`src/rtl/stopwatch_top.sv`:
```
// Stopwatch HH:MM:SS.CC with debounced start/stop and clear, shown on an 8-digit multiplexed display.
// Latency: switch edges act after 2 sync clocks plus DEBOUNCE_TICKS ms; AN/SEG are registered one clock after the scan index.
// Backpressure: none; free-running board-level block driven straight from pins.
module stopwatch_top #(
    parameter int CLK_HZ         = 100000000,
    parameter int TICK_DIV       = 100000,
    parameter int CS_TICKS       = 10,
    parameter int DEBOUNCE_TICKS = 10,
    parameter int REFRESH_TICKS  = 1
) (
    input  logic        CLK100MHZ,
    input  logic        CPU_RESETN,
    input  logic [15:0] SW,
    output logic [6:0]  SEG,
    output logic [7:0]  AN
);

    localparam int DW = $clog2(TICK_DIV + 1);
    localparam int CW = $clog2(CS_TICKS + 1);
    localparam int BW = $clog2(DEBOUNCE_TICKS + 1);
    localparam int RW = $clog2(REFRESH_TICKS + 1);

    localparam logic [DW-1:0] DIV_LAST = DW'(TICK_DIV - 1);
    localparam logic [CW-1:0] CS_LAST  = CW'(CS_TICKS - 1);
    localparam logic [BW-1:0] DB_LAST  = BW'(DEBOUNCE_TICKS - 1);
    localparam logic [RW-1:0] REF_LAST = RW'(REFRESH_TICKS - 1);

    // SW[15:2] are not wired to anything; CLK_HZ documents the board clock only.
    logic unused_ok;
    assign unused_ok = ^{SW[15:2], (CLK_HZ > 0)};

    // ------------------------------------------------------------------
    // Tick generation
    // ------------------------------------------------------------------
    logic [DW-1:0] div_q, div_d;
    logic          clock_1ms, clock_1ms_d;
    logic [RW-1:0] ref_q, ref_d;
    logic          clock_refresh;
    logic [CW-1:0] pre_q, pre_d;
    logic          cs_en;
    logic          running, running_d;
    logic          clear_lvl;

    assign clock_refresh = clock_1ms && (ref_q == REF_LAST);
    assign cs_en         = clock_1ms && running && (pre_q == CS_LAST);

    // Next-state for the ms divider, refresh divider and centisecond prescaler.
    always_comb begin
        div_d       = (div_q == DIV_LAST) ? '0 : div_q + 1'b1;
        clock_1ms_d = (div_q == DIV_LAST);
        ref_d       = ref_q;
        pre_d       = pre_q;
        if (clock_1ms) begin
            ref_d = (ref_q == REF_LAST) ? '0 : ref_q + 1'b1;
        end
        // Prescaler only advances while running, so a stop/start keeps the partial period.
        if (clear_lvl) begin
            pre_d = '0;
        end else if (clock_1ms && running) begin
            pre_d = (pre_q == CS_LAST) ? '0 : pre_q + 1'b1;
        end
    end

    // Tick-generation state registers.
    always_ff @(posedge CLK100MHZ) begin
        if (!CPU_RESETN) begin
            div_q     <= '0;
            clock_1ms <= 1'b0;
            ref_q     <= '0;
            pre_q     <= '0;
        end else begin
            div_q     <= div_d;
            clock_1ms <= clock_1ms_d;
            ref_q     <= ref_d;
            pre_q     <= pre_d;
        end
    end

    // ------------------------------------------------------------------
    // Switch synchronizer and debounce (SW[0] start/stop, SW[1] clear)
    // ------------------------------------------------------------------
    logic [1:0]    sync1_q, sync2_q;
    logic [1:0]    db_q, db_d;
    logic [BW-1:0] dbcnt_q [2];
    logic [BW-1:0] dbcnt_d [2];
    logic          db0_prev_q;
    logic          start_edge;

    assign start_edge = db_q[0] && !db0_prev_q;
    assign clear_lvl  = db_q[1];

    // Accept a new level only after DEBOUNCE_TICKS consecutive differing ms samples.
    always_comb begin
        db_d    = db_q;
        dbcnt_d = dbcnt_q;
        for (int i = 0; i < 2; i++) begin
            if (clock_1ms) begin
                if (sync2_q[i] == db_q[i]) begin
                    dbcnt_d[i] = '0;
                end else if (dbcnt_q[i] == DB_LAST) begin
                    db_d[i]    = sync2_q[i];
                    dbcnt_d[i] = '0;
                end else begin
                    dbcnt_d[i] = dbcnt_q[i] + 1'b1;
                end
            end
        end
    end

    // Synchronizer, debounce and edge-history registers.
    always_ff @(posedge CLK100MHZ) begin
        if (!CPU_RESETN) begin
            sync1_q    <= '0;
            sync2_q    <= '0;
            db_q       <= '0;
            dbcnt_q    <= '{default: '0};
            db0_prev_q <= 1'b0;
        end else begin
            sync1_q    <= SW[1:0];
            sync2_q    <= sync1_q;
            db_q       <= db_d;
            dbcnt_q    <= dbcnt_d;
            db0_prev_q <= db_q[0];
        end
    end

    // ------------------------------------------------------------------
    // Run control and time-of-count registers
    // ------------------------------------------------------------------
    logic [6:0] centiseconds, centiseconds_d;
    logic [5:0] seconds, seconds_d;
    logic [5:0] minutes, minutes_d;
    logic [4:0] hours, hours_d;

    // Clear wins over a start edge; otherwise each debounced rising edge toggles running.
    always_comb begin
        running_d = running;
        if (clear_lvl) begin
            running_d = 1'b0;
        end else if (start_edge) begin
            running_d = !running;
        end
    end

    // Cascaded BCD-free time counters; >= comparisons let any out-of-range value recover.
    always_comb begin
        centiseconds_d = centiseconds;
        seconds_d      = seconds;
        minutes_d      = minutes;
        hours_d        = hours;
        if (clear_lvl) begin
            centiseconds_d = '0;
            seconds_d      = '0;
            minutes_d      = '0;
            hours_d        = '0;
        end else if (cs_en) begin
            if (centiseconds >= 7'd99) begin
                centiseconds_d = '0;
                if (seconds >= 6'd59) begin
                    seconds_d = '0;
                    if (minutes >= 6'd59) begin
                        minutes_d = '0;
                        hours_d   = (hours >= 5'd23) ? 5'd0 : hours + 5'd1;
                    end else begin
                        minutes_d = minutes + 6'd1;
                    end
                end else begin
                    seconds_d = seconds + 6'd1;
                end
            end else begin
                centiseconds_d = centiseconds + 7'd1;
            end
        end
    end

    // Run flag and time registers.
    always_ff @(posedge CLK100MHZ) begin
        if (!CPU_RESETN) begin
            running      <= 1'b0;
            centiseconds <= '0;
            seconds      <= '0;
            minutes      <= '0;
            hours        <= '0;
        end else begin
            running      <= running_d;
            centiseconds <= centiseconds_d;
            seconds      <= seconds_d;
            minutes      <= minutes_d;
            hours        <= hours_d;
        end
    end

    // ------------------------------------------------------------------
    // Display multiplexing
    // ------------------------------------------------------------------
    function automatic logic [3:0] ones_of(input logic [6:0] v);
        ones_of = 4'(v % 7'd10);
    endfunction

    function automatic logic [3:0] tens_of(input logic [6:0] v);
        tens_of = 4'(v / 7'd10);
    endfunction

    function automatic logic [6:0] seg_decode(input logic [3:0] d);
        case (d)
            4'd0:    seg_decode = 7'b1000000;
            4'd1:    seg_decode = 7'b1111001;
            4'd2:    seg_decode = 7'b0100100;
            4'd3:    seg_decode = 7'b0110000;
            4'd4:    seg_decode = 7'b0011001;
            4'd5:    seg_decode = 7'b0010010;
            4'd6:    seg_decode = 7'b0000010;
            4'd7:    seg_decode = 7'b1111000;
            4'd8:    seg_decode = 7'b0000000;
            4'd9:    seg_decode = 7'b0010000;
            default: seg_decode = 7'h7F;
        endcase
    endfunction

    logic [2:0] scan_q, scan_d;
    logic [3:0] digit;
    logic [6:0] seg_q, seg_d;
    logic [7:0] an_q, an_d;

    // Select the digit for the current scan slot and form the next AN/SEG pair together.
    always_comb begin
        scan_d = clock_refresh ? scan_q + 3'd1 : scan_q;
        digit  = 4'd0;
        case (scan_q)
            3'd0: digit = ones_of(centiseconds);
            3'd1: digit = tens_of(centiseconds);
            3'd2: digit = ones_of({1'b0, seconds});
            3'd3: digit = tens_of({1'b0, seconds});
            3'd4: digit = ones_of({1'b0, minutes});
            3'd5: digit = tens_of({1'b0, minutes});
            3'd6: digit = ones_of({2'b00, hours});
            3'd7: digit = tens_of({2'b00, hours});
            default: digit = 4'd0;
        endcase
        seg_d = seg_decode(digit);
        an_d  = ~(8'd1 << scan_q);
    end

    // AN and SEG share one register stage so they always change on the same edge.
    always_ff @(posedge CLK100MHZ) begin
        if (!CPU_RESETN) begin
            scan_q <= '0;
            an_q   <= 8'b11111110;
            seg_q  <= 7'b1000000;
        end else begin
            scan_q <= scan_d;
            an_q   <= an_d;
            seg_q  <= seg_d;
        end
    end

    assign AN  = an_q;
    assign SEG = seg_q;

endmodule

```
`config.mk`:
```
export PLATFORM = sky130hd
export DESIGN_NAME = stopwatch_top
export DESIGN_NICKNAME = d
export VERILOG_FILES = /design/src/rtl/stopwatch_top.sv
export SDC_FILE = /design/constraint.sdc
export NUM_CORES = 1
export LEC_CHECK = 0
export CAP_MARGIN = 10
export CORE_ASPECT_RATIO = 0.7
export CORE_MARGIN = 5
export CORE_UTILIZATION = 40
export DETAILED_ROUTE_END_ITERATION = 10
export PLACE_DENSITY_LB_ADDON = 0.12
export SLEW_MARGIN = 0
export SYNTH_ARGS = -nofsm -noshare
export SYNTH_HDL_FRONTEND = slang
export SYNTH_SLANG_ARGS = --single-unit
```
`constraint.sdc`:
```
create_clock -name CLK100MHZ -period 4.6 [get_ports CLK100MHZ]
set_clock_uncertainty 0.2 [all_clocks]
set_input_delay 0.92 -clock CLK100MHZ [delete_from_list [all_inputs] [get_ports CLK100MHZ]]
set_output_delay 0.92 -clock CLK100MHZ [all_outputs]
set_load 0.01 [all_outputs]
```
[Word-level counts from Yosys, hierarchy flattened]
Memories as Yosys holds them, arrays and structs flattened. A register that Yosys moved wholly into a read port is not among the register bits.
Index checks and enable logic that the tools add are counted.
Storage, ports and cells
  register bits after elaboration: 74
  latch bits: 0
  bits in writable memories: 0
  memory bits (read-only): 112
  output and inout bits: 15
  logic and storage cells: 86
  memories: 1
Cells by class
  add/subtract/negate cells: 10
  $mul: 0
  div/mod/pow operators: 8
  $lt $le $gt $ge: 4
  equal/unequal tests: 13
  shifts and indexed selects: 1
  muxes and demuxes: 11
  bitwise gates (word level): 5
  reduce and logical (&&, ||, !) cells: 15
Memory list
  (no name shown): words 16, width 7, rd ports 1, clocked after Yosys merged registers in 1, wr ports 0, RTL line 205  | case (d)
Operators with widths (number)
  4-bit one-hot mux with 8 select lines: 1
  4-bit two-way mux: 5
  17-bit by 1-bit adder with 17-bit output (second input constant): 1
  17-bit equality test (second input constant): 1
  6-bit by 4-bit divider with 7-bit output (second input constant): 2
  6-bit by 4-bit remainder unit with 7-bit output (second input constant): 2
  4-bit by 1-bit adder with 4-bit output (second input constant): 3
  6-bit by 1-bit adder with 6-bit output (second input constant): 2
  3-bit equality test (second input constant): 4
  4-bit equality test (second input constant): 3
  6-bit greater-or-equal comparator (second input constant): 2
  6-bit two-way mux: 2
  3-bit AND reduction: 3
  8-bit NOT: 1
  1-bit by 3-bit << shifter with 8-bit output (first input constant): 1
  7-bit by 1-bit adder with 7-bit output (second input constant): 1
  5-bit by 4-bit divider with 7-bit output (second input constant): 1
  7-bit by 4-bit divider with 7-bit output (second input constant): 1
  7-bit greater-or-equal comparator (second input constant): 1
  5-bit by 4-bit remainder unit with 7-bit output (second input constant): 1
  7-bit by 4-bit remainder unit with 7-bit output (second input constant): 1
  7-bit two-way mux: 1
  3-bit by 2-bit equality test with 1-bit output (second input constant): 2
  5-bit by 1-bit adder with 5-bit output (second input constant): 1
  other kinds (14): 24

[Logic depth before layout (Yosys ltp)]
  word-level depth: 3
  mapped depth: 23
  gate-level depth less buffers: 19

[Least setup slack after synthesis]
OpenSTA, ideal clock, no wires.
  path type: flip-flop to flip-flop
  start: reg scan_q[2]
  end: reg seg_q[4] (netlist: SEG[4])
  setup time: 129 ps
  arrival time: 4269 ps
  data required time: 4271 ps
  slack: 1 ps
  stages on the path, launching flop included: 23
  buffers on the path: 4
  clock period less this slack: 4599 ps
  path through: dfxtp_1 > buf_2 > buf_4 > inv_1 > ha_1 > buf_2 > a211oi_2 > buf_4 > a21oi_1 > a31oi_1 > or2_2 > o22a_1 > ha_1 > nand3_1 > a211o_1 > a222oi_1 > a221o_1 > mux2_1 > o22ai_2 > ha_1 > inv_1 > o31ai_1 > a21oi_2
Between the ends
  word-level cells in the longest chain between the ends: 2
  elaborated cells on any way between the ends: 9
  classes of those cells: eq/ne (7); mux (1); reduce/logical (1)
RTL lines
  start: declaration: RTL line 220  | logic [2:0] scan_q, scan_d;
  start signal: assignment: RTL line 251  | scan_q <= scan_d;
  3-bit equality test (tied with other cells): RTL line 229  | case (scan_q)
  4-bit one-hot mux with 8 select lines (*): RTL line 229
  end: declaration: RTL line 222  | logic [6:0] seg_q, seg_d;
Mark *: on every way between the ends. The rest lies on a longest branch, timed or not.
A chain may end at the register's enable or synchronous reset.

[Final worst setup path]
  start: reg scan_q[0]
  end: reg seg_q[4] (netlist: SEG[4])
The elaborated chain is that of the path after synthesis.

==> flow_metrics.env <==
export IMPL_initial_core_util_pct=40.9
export IMPL_num_antenna_cells=0
export IMPL_portBuffers=18
export IMPL_die_width_microns=137
export IMPL_max_freq_ghz=0.233
export IMPL_timing_final_crit_share_pct=93.4
export IMPL_peakVddDrop_mv=0.182
export IMPL_p_seq_share_pct=48.8
export IMPL_pin_count=33
export IMPL_slew_violations=0
export IMPL_end_kind="register"
export IMPL_path_clk_slew_ps=70
export IMPL_route_detailed_drc=0
export IMPL_power_net_switching_mw=0.307
export IMPL_grt_pass1_wl_mm=17.7
export IMPL_dr_wl_met2_mm=3.98
export IMPL_ys_seq_elements=80
export IMPL_area_delta_synth_final_pct=16.5
export IMPL_hpwlAfterDp_mm=7.66
export IMPL_yosys_top_cells_count="dfxtp_1 (80), nor2_1 (72), nand2_1 (49), nand3_1 (25)"
export IMPL_rsz0062_at_grt="false"
export IMPL_wl_met3_microns=577
export IMPL_fin_tns_setup_ps=0
export IMPL_drive_above_1_share_pct=10.7
export IMPL_yosys_area_top_type="dfxtp_1"
export IMPL_place_ws_ps=114
export IMPL_h_tree_depth=3
export IMPL_min_period_ps=4300
export IMPL_hold_depth=1
export IMPL_wl_met1_mm=5.84
export IMPL_clock_latency_ps=340
export IMPL_status="finished, final reports clean"
export IMPL_p_leak_nw=2.01
export IMPL_cts_tree="yes"
export IMPL_ys_top_cells_by_area="dfxtp_1 (35%), ha_1 (6.4%), nor2_1 (6.0%), nand2_1 (4.1%), xor2_1 (4.1%)"
export IMPL_grt_total_usage_pct=16.2
export IMPL_hold_viol=0
export IMPL_cts_buffers=9
export IMPL_worst_ep_required_time_ps=4630
export IMPL_dr_pass1_iters=5
export IMPL_combPwrFrac_pct=1.7
export IMPL_syn_cell_area_sq_um=4520
export IMPL_die_h_microns=98.9
export IMPL_drt_total_wl_mm=10.5
export IMPL_wl_per_cell_microns=14.5
export IMPL_grt_max_degree=23
export IMPL_cts_hold_buf=0
export IMPL_synth_top_area_share_pct=35.4
export IMPL_hp_class="reg -> reg"
export IMPL_final_nets=605
export IMPL_cts_sinks=80
export IMPL_num_rows=32
export IMPL_grt_pass1_vias=3550
export IMPL_yosysMostFrequentCell="dfxtp_1"
export IMPL_switching_share_pct=21.4
export IMPL_cp_arrival_ps=4320
export IMPL_gp_congestion=0.837
export IMPL_antenna_found_initial=0
export IMPL_intPower_mw=1.13
export IMPL_setup_ws_ps=303
export IMPL_drv_cap=0
export IMPL_clk_path_buf_depth=2
export IMPL_syn_area_per_cell_sq_um=8.37
export IMPL_syn_nets=581
export IMPL_ys_async_sr_fraction_pct=0
export IMPL_die_area_sq_um=13600
export IMPL_ys_seq_area_share_pct=35.4
export IMPL_synthCells=540
export IMPL_p_per_area_nw_per_um2=272
export IMPL_drt_iter0_drc=267
export IMPL_ys_warn_count=0
export IMPL_vias_per_cell=5.33
export IMPL_p_clk_share_pct=49.5
export IMPL_detail_route_antenna_nets=0
export IMPL_setup_viol=0
export IMPL_cp_max_fo=6
export IMPL_synth_edf_count=0
export IMPL_cts_root_buf="clkbuf_16"
export IMPL_vias=3849
export IMPL_rr_worst_depth=19
export IMPL_synth_cell_type_count=73
export IMPL_worstMarginPinSlew_ps=849
export IMPL_startpoint_type="register"
export IMPL_ys_flop_type="dfxtp_1"
export IMPL_grt_remaining_overflow=0
export IMPL_core_area_sq_um=11100
export IMPL_relSlewSlack_pct=42.9
export IMPL_crit_type="reg -> reg"
export IMPL_highest_layer="met4"
==> per-stage QoR <==
stage | total power, mW | area (sq um) | cells | hold slack, ps | util (%)
after floorplan | 0.731 | 4520 | 540 | 212 | -
after global placement | 0.739 | 4900 | 703 | 216 | 44.4
after detailed placement | 0.740 | 4900 | 703 | 219 | 44.4
after CTS | 1.46 | 5200 | 719 | 235 | 47.1
after global routing | 1.50 | 5270 | 722 | 263 | 47.6
final | 1.43 | 5270 | 722 | 234 | 47.6
==> flip-flops by register name, summed over array words and instances (netlist names) <==
register      cells
AN                8
SEG               7
centiseconds      7
clock_1ms         1
db0_prev_q        1
db_q              2
dbcnt_q           8
div_q            17
hours             5
minutes           6
pre_q             4
running           1
scan_q            3
seconds           6
sync1_q           2
sync2_q           2
==> critical path, cell delays in order, from the launching register on <==
cell       delay [ps]
dfxtp_1           350
ha_1              250
ha_2              220
buf_4             160
a32o_2            260
o211ai_1          270
a2bb2oi_2         110
a21oi_2           130
o22a_1            170
ha_1              160
nand3_1            70
a211o_1           240
a222oi_1          310
a221o_1           180
mux2_2            360
o22ai_4           200
ha_1              180
inv_1              50
o31ai_1           280
a21oi_2            50
==> layer usage <==
metal,track usage [%],vias to the layer above
met5,0,-
met4,4.37,0
met3,4.44,12
met2,20.7,79
met1,25.8,1774
li1,-,1984
==> cell type report <==
class / count / area, sq um
clock buffer: 10 / 229
clock inverter: 6 / 68.8
fill: 1055 / 5790
inverter: 18 / 67.6
multi-input combinational: 416 / 2770
sequential: 80 / 1600
tap: 153 / 191
timing repair buffer: 39 / 338
==> kinds of logic after synthesis <==
family,count (synthesis),share of synthesized area [%]
compound gates,115,18.4
xor+xnor,35,6.78
fa+ha+maj,23,6.37
buf+inv,44,4.18
flops,80,35.4
mux,15,3.52
simple gates,228,25.3
==> worst paths after layout <==
kind,slack (ps),end,from
hold / removal,230,sync2_q[1]$_SDFF_PN0_,sync1_q[1]$_SDFF_PN0_
hold reg to reg,230,sync2_q[1]$_SDFF_PN0_,sync1_q[1]$_SDFF_PN0_
setup reg to reg,300,SEG[4]$_SDFF_PN0_,scan_q[0]$_SDFFE_PN0P_
setup / recovery,300,SEG[4]$_SDFF_PN0_,scan_q[0]$_SDFFE_PN0P_
==> cell usage in the layout, fill, tap and decap left out, types with 5 or more instances in the layout <==
cell             instances
ha_1                    20
nand3_1                 25
nor3_1                   7
a21oi_1                 22
a221oi_1                 5
clkbuf_16                9
nand4_1                 19
clkdlybuf4s50_1         18
mux2i_1                 11
nand2_1                 49
xnor2_1                 14
buf_4                   21
o21a_1                   5
nor2b_1                  8
and2_1                   8
o21ai_0                 19
nor2_1                  72
xor2_1                  21
and3_1                   8
dfxtp_1                 80
a31oi_1                  7
inv_1                   15
==> power groups by stage <==
stage	registers, mW	logic, mW	clock network [mW]
after floorplan	0.714	0.0170	0
after CTS	0.699	0.0253	0.734
final	0.699	0.0248	0.710
after global routing	0.699	0.0283	0.768
after detailed placement	0.715	0.0252	0
after global placement	0.714	0.0250	0
==> what timing repair did <==
action / 4_1_cts / 5_1_grt
setup endpoints to repair: 0 / 7
setup buffers: 0 / 3
gates resized for setup: 0 / 12
hold endpoints to repair: 0 / 0
Power figures use the tool's default switching activity.
